==> src/rtl/mem_access_unit.sv <==
// MEM-stage load/store unit: checks alignment, drives byte-lane accesses on a
// handshaked data bus, stalls the pipeline until completion, returns extended load data.
//
// state  | meaning
// IDLE   | no access in flight; accept an aligned request or flag a misaligned one
// REQ    | bus request presented, waiting for bus_ready
// WAIT   | load accepted by the bus, waiting for bus_rvalid
// DONE   | access complete; pipeline advances, request inputs ignored
module mem_access_unit #(
  parameter int DATA_WIDTH = 32,
  parameter int ADDR_WIDTH = 32,
  localparam int SEL_WIDTH = DATA_WIDTH / 8
) (
  input  logic                  clk,
  input  logic                  rst,
  input  logic                  req_valid,
  input  logic                  req_read,
  input  logic                  req_write,
  input  logic                  req_sign_ext,
  input  logic [1:0]            req_size,
  input  logic [ADDR_WIDTH-1:0] req_addr,
  input  logic [DATA_WIDTH-1:0] req_wdata,
  output logic                  stall_req,
  output logic                  bus_en,
  output logic                  bus_we,
  output logic [SEL_WIDTH-1:0]  bus_sel,
  output logic [ADDR_WIDTH-1:0] bus_addr,
  output logic [DATA_WIDTH-1:0] bus_wdata,
  input  logic                  bus_ready,
  input  logic                  bus_rvalid,
  input  logic [DATA_WIDTH-1:0] bus_rdata,
  output logic                  load_valid,
  output logic [DATA_WIDTH-1:0] load_data,
  output logic                  addr_err_load,
  output logic                  addr_err_store,
  output logic [ADDR_WIDTH-1:0] bad_vaddr
);

  localparam int OFF_W = $clog2(SEL_WIDTH);
  localparam logic [DATA_WIDTH-1:0] ONES = '1;

  typedef enum logic [1:0] {S_IDLE, S_REQ, S_WAIT, S_DONE} state_t;
  state_t state_q, state_d;

  logic [OFF_W-1:0]      off;
  logic                  start, aligned, accept, fault, capture;
  logic [7:0]            mask8;
  logic [SEL_WIDTH-1:0]  sel_d, sel_q;
  logic [ADDR_WIDTH-1:0] addr_d, addr_q;
  logic [DATA_WIDTH-1:0] wdata_d, wdata_q;
  logic                  we_q, sign_q;
  logic [1:0]            size_q;
  logic [OFF_W-1:0]      off_q;
  logic                  load_valid_q;
  logic [DATA_WIDTH-1:0] load_data_q;
  logic [DATA_WIDTH-1:0] shifted, keep, ext;
  logic                  sign_bit;

  assign off   = req_addr[OFF_W-1:0];
  assign start = req_valid & (req_read | req_write);

  // Accesses wider than the bus are treated as misaligned.
  always_comb begin
    aligned = 1'b1;
    case (req_size)
      2'd0:    aligned = 1'b1;
      2'd1:    aligned = (off[0] == 1'b0);
      2'd2:    aligned = (SEL_WIDTH >= 4) && (off[1:0] == 2'b00);
      default: aligned = (SEL_WIDTH >= 8) && (off == '0);
    endcase
  end

  assign accept = (state_q == S_IDLE) & start & aligned;
  assign fault  = (state_q == S_IDLE) & start & ~aligned;

  assign addr_err_load  = fault & req_read;
  assign addr_err_store = fault & req_write;
  assign bad_vaddr      = fault ? req_addr : '0;

  always_comb begin
    mask8   = 8'hFF;
    wdata_d = req_wdata;
    case (req_size)
      2'd0: begin
        mask8   = 8'h01;
        wdata_d = {SEL_WIDTH{req_wdata[7:0]}};
      end
      2'd1: begin
        mask8   = 8'h03;
        wdata_d = {(SEL_WIDTH / 2){req_wdata[15:0]}};
      end
      2'd2: begin
        mask8   = 8'h0F;
        wdata_d = {(SEL_WIDTH / 4){req_wdata[31:0]}};
      end
      default: begin
        mask8   = 8'hFF;
        wdata_d = req_wdata;
      end
    endcase
    sel_d  = SEL_WIDTH'(mask8) << off;
    addr_d = {req_addr[ADDR_WIDTH-1:OFF_W], {OFF_W{1'b0}}};
  end

  always_comb begin
    state_d = state_q;
    case (state_q)
      S_IDLE:  if (accept) state_d = S_REQ;
      S_REQ:   if (bus_ready) state_d = we_q ? S_DONE : S_WAIT;
      S_WAIT:  if (bus_rvalid) state_d = S_DONE;
      S_DONE:  state_d = S_IDLE;
      default: state_d = S_IDLE;
    endcase
  end

  // keep masks the loaded field; its top bit is the sign source for narrow loads.
  assign shifted  = bus_rdata >> {off_q, 3'b000};
  assign keep     = ~(ONES << (32'd8 << size_q));
  assign sign_bit = sign_q & (|(shifted & keep & ~(keep >> 1)));
  assign ext      = (shifted & keep) | (sign_bit ? ~keep : '0);
  assign capture  = (state_q == S_WAIT) & bus_rvalid;

  always_ff @(posedge clk) begin
    if (rst) begin
      state_q      <= S_IDLE;
      we_q         <= 1'b0;
      sign_q       <= 1'b0;
      size_q       <= 2'd0;
      off_q        <= '0;
      sel_q        <= '0;
      addr_q       <= '0;
      wdata_q      <= '0;
      load_valid_q <= 1'b0;
      load_data_q  <= '0;
    end else begin
      state_q      <= state_d;
      load_valid_q <= capture;
      if (capture) load_data_q <= ext;
      if (accept) begin
        we_q    <= req_write;
        sign_q  <= req_sign_ext;
        size_q  <= req_size;
        off_q   <= off;
        sel_q   <= sel_d;
        addr_q  <= addr_d;
        wdata_q <= wdata_d;
      end
    end
  end

  assign stall_req  = accept | (state_q == S_REQ) | (state_q == S_WAIT);
  assign bus_en     = (state_q == S_REQ);
  assign bus_we     = we_q;
  assign bus_sel    = sel_q;
  assign bus_addr   = addr_q;
  assign bus_wdata  = wdata_q;
  assign load_valid = load_valid_q;
  assign load_data  = load_data_q;

endmodule

==> config.mk <==
export PLATFORM = sky130hd
export DESIGN_NAME = mem_access_unit
export DESIGN_NICKNAME = d
export VERILOG_FILES = /design/src/rtl/mem_access_unit.sv
export SDC_FILE = /design/constraint.sdc
export NUM_CORES = 1
export LEC_CHECK = 0
export CORE_MARGIN = 1
export CORE_UTILIZATION = 44
export DETAILED_ROUTE_END_ITERATION = 10
export GPL_TIMING_DRIVEN = 0
export PLACE_DENSITY = 0.87
export SLEW_MARGIN = 10
export SYNTH_ARGS = -nofsm -noshare
export SYNTH_HDL_FRONTEND = slang
export SYNTH_SLANG_ARGS = --single-unit
==> constraint.sdc <==
create_clock -name clk -period 4.23 [get_ports clk]
set_clock_uncertainty 0.1 [all_clocks]
set_input_delay 1.0575 -clock clk [delete_from_list [all_inputs] [get_ports clk]]
set_output_delay 1.0575 -clock clk [all_outputs]
set_load 0.005 [all_outputs]
### After elaboration in Yosys (flattened, before gate mapping)

Cells that the tools add are included.

* register bits: 107
* input bits: 106
* logic and storage cells: 56
* output and inout port bits: 138

* shift operators: 4
* equality and inequality tests: 8
* reduce and logical (&&, ||, !) cells: 5
* multiplexer cells: 10
* bitwise logic cells: 19

Operators with widths (count)
* 32-bit bitwise AND: 2
* 32-bit 2-to-1 mux: 2
* 32-bit NOT: 2
* 32-bit case mux with 2 select lines: 1
* 31-bit NOT with 32-bit output: 1
* 32-bit bitwise OR: 1
* 32-bit OR reduction: 1
* 32-bit by 32-bit << shifter with 32-bit output (first input constant): 1
* 4-bit by 2-bit << shifter with 32-bit output (first input constant): 1
* 32-bit by 5-bit right shift with 32-bit output: 1
* 4-bit case mux with 3 select lines: 1
* 1-bit bitwise AND: 8
* 2-bit case mux with 4 select lines: 1
* 2-bit equality test (second input constant): 3
* 2-bit logical NOT: 3
* 2-bit 2-to-1 mux: 3
* 2-bit by 1-bit equality test with 1-bit output (second input constant): 2
* 2-bit != test (second input constant): 2
* 4-bit by 2-bit << shifter with 4-bit output: 1
* 1-bit bitwise OR: 3
* 1-bit case mux with 3 select lines: 1
* 3-bit AND reduction: 1
* 2-bit by 1-bit != test with 1-bit output (second input constant): 1
* 1-bit NOT: 2
* 1-bit 2-to-1 mux: 1

### Logic depth before layout (Yosys ltp)

* depth in word-level cells: 9
* gate-level depth with buffers: 8
* depth with buffers taken out: 6

### Least setup slack after synthesis

Ideal clock, no wire load.

* kind: input to output
* start point: input port req_size[0]
* end point: output port bad_vaddr[10]
* data arrival time: 2097 ps
* setup slack: 975 ps
* path buffers: 2
* cell stages on the path: 5
* required time: 3073 ps
* path through: clkbuf_1 > a21oi_1 > nor3_1 > clkbuf_1 > and2_1

* cells in the longest elaborated chain, start to end: 5
* elaborated cells on any way between the ends: 7
* classes of those cells: eq/ne (2); mux (2); bitwise (2); reduce/logical (1)

RTL lines
* start, declared: RTL line 20 `input logic [1:0] req_size,`
* 2-bit equality test (tied with other cells): RTL line 65 `case (req_size)`
* 1-bit case mux with 3 select lines (*): RTL line 65
* 1-bit NOT (*): RTL line 74 `assign fault = (state_q == S_IDLE) & start & ~aligned;`
* 1-bit bitwise AND (*): RTL line 74
* 32-bit 2-to-1 mux (*): RTL line 78 `assign bad_vaddr = fault ? req_addr : '0;`
* end, declared: RTL line 36 `output logic [ADDR_WIDTH-1:0] bad_vaddr`

Mark *: on every way between the ends. The rest lies on a longest branch, timed or not.

### Worst setup path after layout

* start point: input port req_write
* end point: output port bad_vaddr[26]

* cells in the longest elaborated chain, start to end: 5

RTL lines
* start, declared: RTL line 18 `input logic req_write,`
* 1-bit bitwise OR: RTL line 60 `assign start = req_valid & (req_read | req_write);`
* 1-bit bitwise AND: RTL line 60
* 1-bit bitwise AND (2 in series): RTL line 74
* 32-bit 2-to-1 mux: RTL line 78

Every way passes these cells.

==> reports/results.ini <==
[sta]
finalCritPeriodShare=0.978
timing.fmax_ghz=0.242
period_minus_slack_ps=4140
finalSetupViolCount=0
final-max-slew-violation-count=0
slew_headroom=0.391
finalWorstSetupSlack_ps=92.2
worstMarginPinSlew_ps=906
finalHoldViolCount=0

[place]
routabilityCongestion=0.901
io_buffer_count=239
pre_cts_ws_ps=-686
place_area_um2=7610
hpwl_um=13500

[detailed_routing]
drc_errors=0
drt_iter0_drc=287
avgViaCountPerCell=5.45
ant_nets=0
vias=5564
drt-total-wl_um=17800
wl_per_cell_um=17.4
dr.pass1.iters=5

[clocking]
clk_pin_slew_worst_paths_ps=70
cts_tree=yes
clk-insertion-delay-late_ps=330
cts_max_path_buffers=2
cts_root_buffer=clkbuf_16
cts_sinks=107
cts-buffers-inserted=9
postCtsHoldBufs=0
htreeDepth=3

[grt]
grt_remaining_overflow=0
grt_start_max_net_pins=17
grtUsageMet3=0.0598
grt_pass1_vias=5412
antenna_found_initial=0
met1_usage=0.354
gr-usage-all-layers=0.298
top_usage_layer=met2
grtUsageMet2=0.519
grt_pass1_wl_um=27100

[floorplan]
core-area_um2=11000
fp.dieArea_um2=11900
io_pins=244
rows=38
die_w_um=109
start_util=0.459
die_h_um=109

[outcome]
outcome=complete, no violations

[worst_setup_path]
required_ps=3070
crit_type=in -> out
startpoint_type=input pin
worstPathMaxFanout=10
crit_arrival_ps=2980
cp-end-kind=output port

[pwr]
peakVddDrop_v=0.000273
power_switching_mw=0.936
p_int_mw=2.20
cellPowerDensity_nw_per_um2=393
p_clk_frac=0.288
swShare=0.299
p_comb_frac=0.336
power_leakage_nw=2.88
p_seq_frac=0.376

[min_path]
hp-class=reg -> reg

[final_layout]
antennaDiodeCount=0
nets=987
nFillCells=840
layout-drive-gt1-share=0.0829
final_common_cell=clkdlybuf4s50_1
final_cell_area_um2=7990
area_delta_synth_final_pct=58.5
layout_common_cells=238 x clkdlybuf4s50_1, 143 x nand2_1, 107 x dfxtp_1

[synth]
ys_warn_count=0
yosys_register_bits=107
yosysUniqueCellTypes=37
mappedNetlistArea_um2=5040
yosysSeqAreaShare=0.425
netlist_instances=623
syn_area_per_cell_um2=8.09

[flow_run]
drv_cap=0

==> path summary, 6_finish.rpt <==
| kind | start | to | slack [ps] | cells past startpoint |
|---|---|---|---|---|
| max reg2reg | state_q[0] | bus_wdata[31] | 1900 | 10 |
| min | bus_addr[25] | bus_addr[25] | 360 | 2 |
| min reg2reg | bus_addr[25] | bus_addr[25] | 360 | 2 |
| max | req_write | bad_vaddr[26] | 90 | 8 |
==> flip-flops by register name (all words and copies together), names as in the netlist <==
name / cells
load_valid: 1
bus_addr: 30
sign_q: 1
bus_sel: 4
load_data: 32
off_q: 2
state_q: 2
size_q: 2
bus_we: 1
bus_wdata: 32
==> cell type report <==
| type | count | area (um2) | area share |
|---|---|---|---|
| plain buffers | 51 | 233 | 0.0291 |
| inverters | 7 | 26.3 | 0.00329 |
| clock buffers | 11 | 243 | 0.0304 |
| well taps | 140 | 175 | 0.0219 |
| flip-flops and latches | 107 | 2140 | 0.268 |
| clock inverters | 4 | 75.1 | 0.00940 |
| multi-input cells | 458 | 2670 | 0.334 |
| repair buffers | 243 | 2420 | 0.303 |
==> power by group through the flow <==
stage | clock [mW] | combinational, mW | sequential, mW
after CTS | 0.914 | 1.05 | 1.18
final | 0.902 | 1.05 | 1.18
after detailed placement | 0 | 1.02 | 1.20
after floorplan | 0 | 0.474 | 1.20
after global routing | 0.962 | 1.14 | 1.19
after global placement | 0 | 0.991 | 1.20
==> cells in the mapped netlist <==
cell type	instances	area, um2
a2111o_1	1	11.3
a211o_1	1	8.76
a211oi_1	16	120
a211oi_2	10	125
a21o_1	2	15.0
a21oi_1	90	450
a221oi_1	1	8.76
a22o_1	7	61.3
a311oi_1	8	70.1
and2_1	35	219
and3b_1	8	70.1
buf_1	1	3.75
buf_2	15	75.1
buf_4	3	22.5
buf_6	1	11.3
clkbuf_1	32	120
conb_1	1	3.75
dfxtp_1	107	2140
ha_1	4	50.1
inv_1	7	26.3
mux2_2	16	180
mux2i_1	24	240
mux4_2	1	22.5
nand2_1	143	537
nand2b_1	2	12.5
nand3_1	1	5.00
nand3b_1	1	7.51
nor2_1	40	150
nor3_1	5	25.0
o211ai_1	9	67.6
o21ai_0	24	120
o21ba_2	1	10.0
o21bai_1	1	7.51
o221a_2	1	11.3
o22ai_1	1	6.26
or3_1	2	12.5
xor2_1	1	8.76
==> worst max-delay path, cell delays in order <==
cell	delay, ps
clkdlybuf4s50_1	510
o211ai_1	120
buf_4	170
nor3_4	120
buf_4	160
buf_2	180
and2_1	150
clkdlybuf4s50_1	520
==> metal layers <==
layer	vias to the layer above	part of all wire
met5	-	0
met4	0	0.025
met3	38	0.086
met2	289	0.50
met1	2577	0.39
li1	2660	-
==> what timing repair did <==
item / 4_1_cts / 5_1_grt
setup endpoints to repair: 35 / 24
resized for setup: 7 / 6
pin swaps: 2 / 0
buffers inserted: 4 / 0
==> metrics by stage <==
stage                     hold WS (ps)  setup TNS (ps)  utilization  total power [mW]  std cells
after floorplan                    336               0            -              1.67        624
after global placement             342          -17500        0.693              2.19       1003
after detailed placement           346          -20750        0.693              2.22       1003
after CTS                          356               0        0.727              3.14       1022
after global routing               373           -22.2        0.727              3.29       1021
final                              356               0        0.727              3.14       1021
==> cell families (layout without fill, tap and decap cells) <==
group,Yosys count,after routing,synth area share
AOI/OAI and AO/OA,173,173,0.217
other,1,2,0.000744
buffers and inverters,59,316,0.0514
muxes,41,41,0.0879
xor gates and xnor gates,1,1,0.00174
and+or+nand+nor,237,237,0.206
adders and majority gates,4,4,0.00993
DFF,107,107,0.425
(Power assumes the default switching activity.)
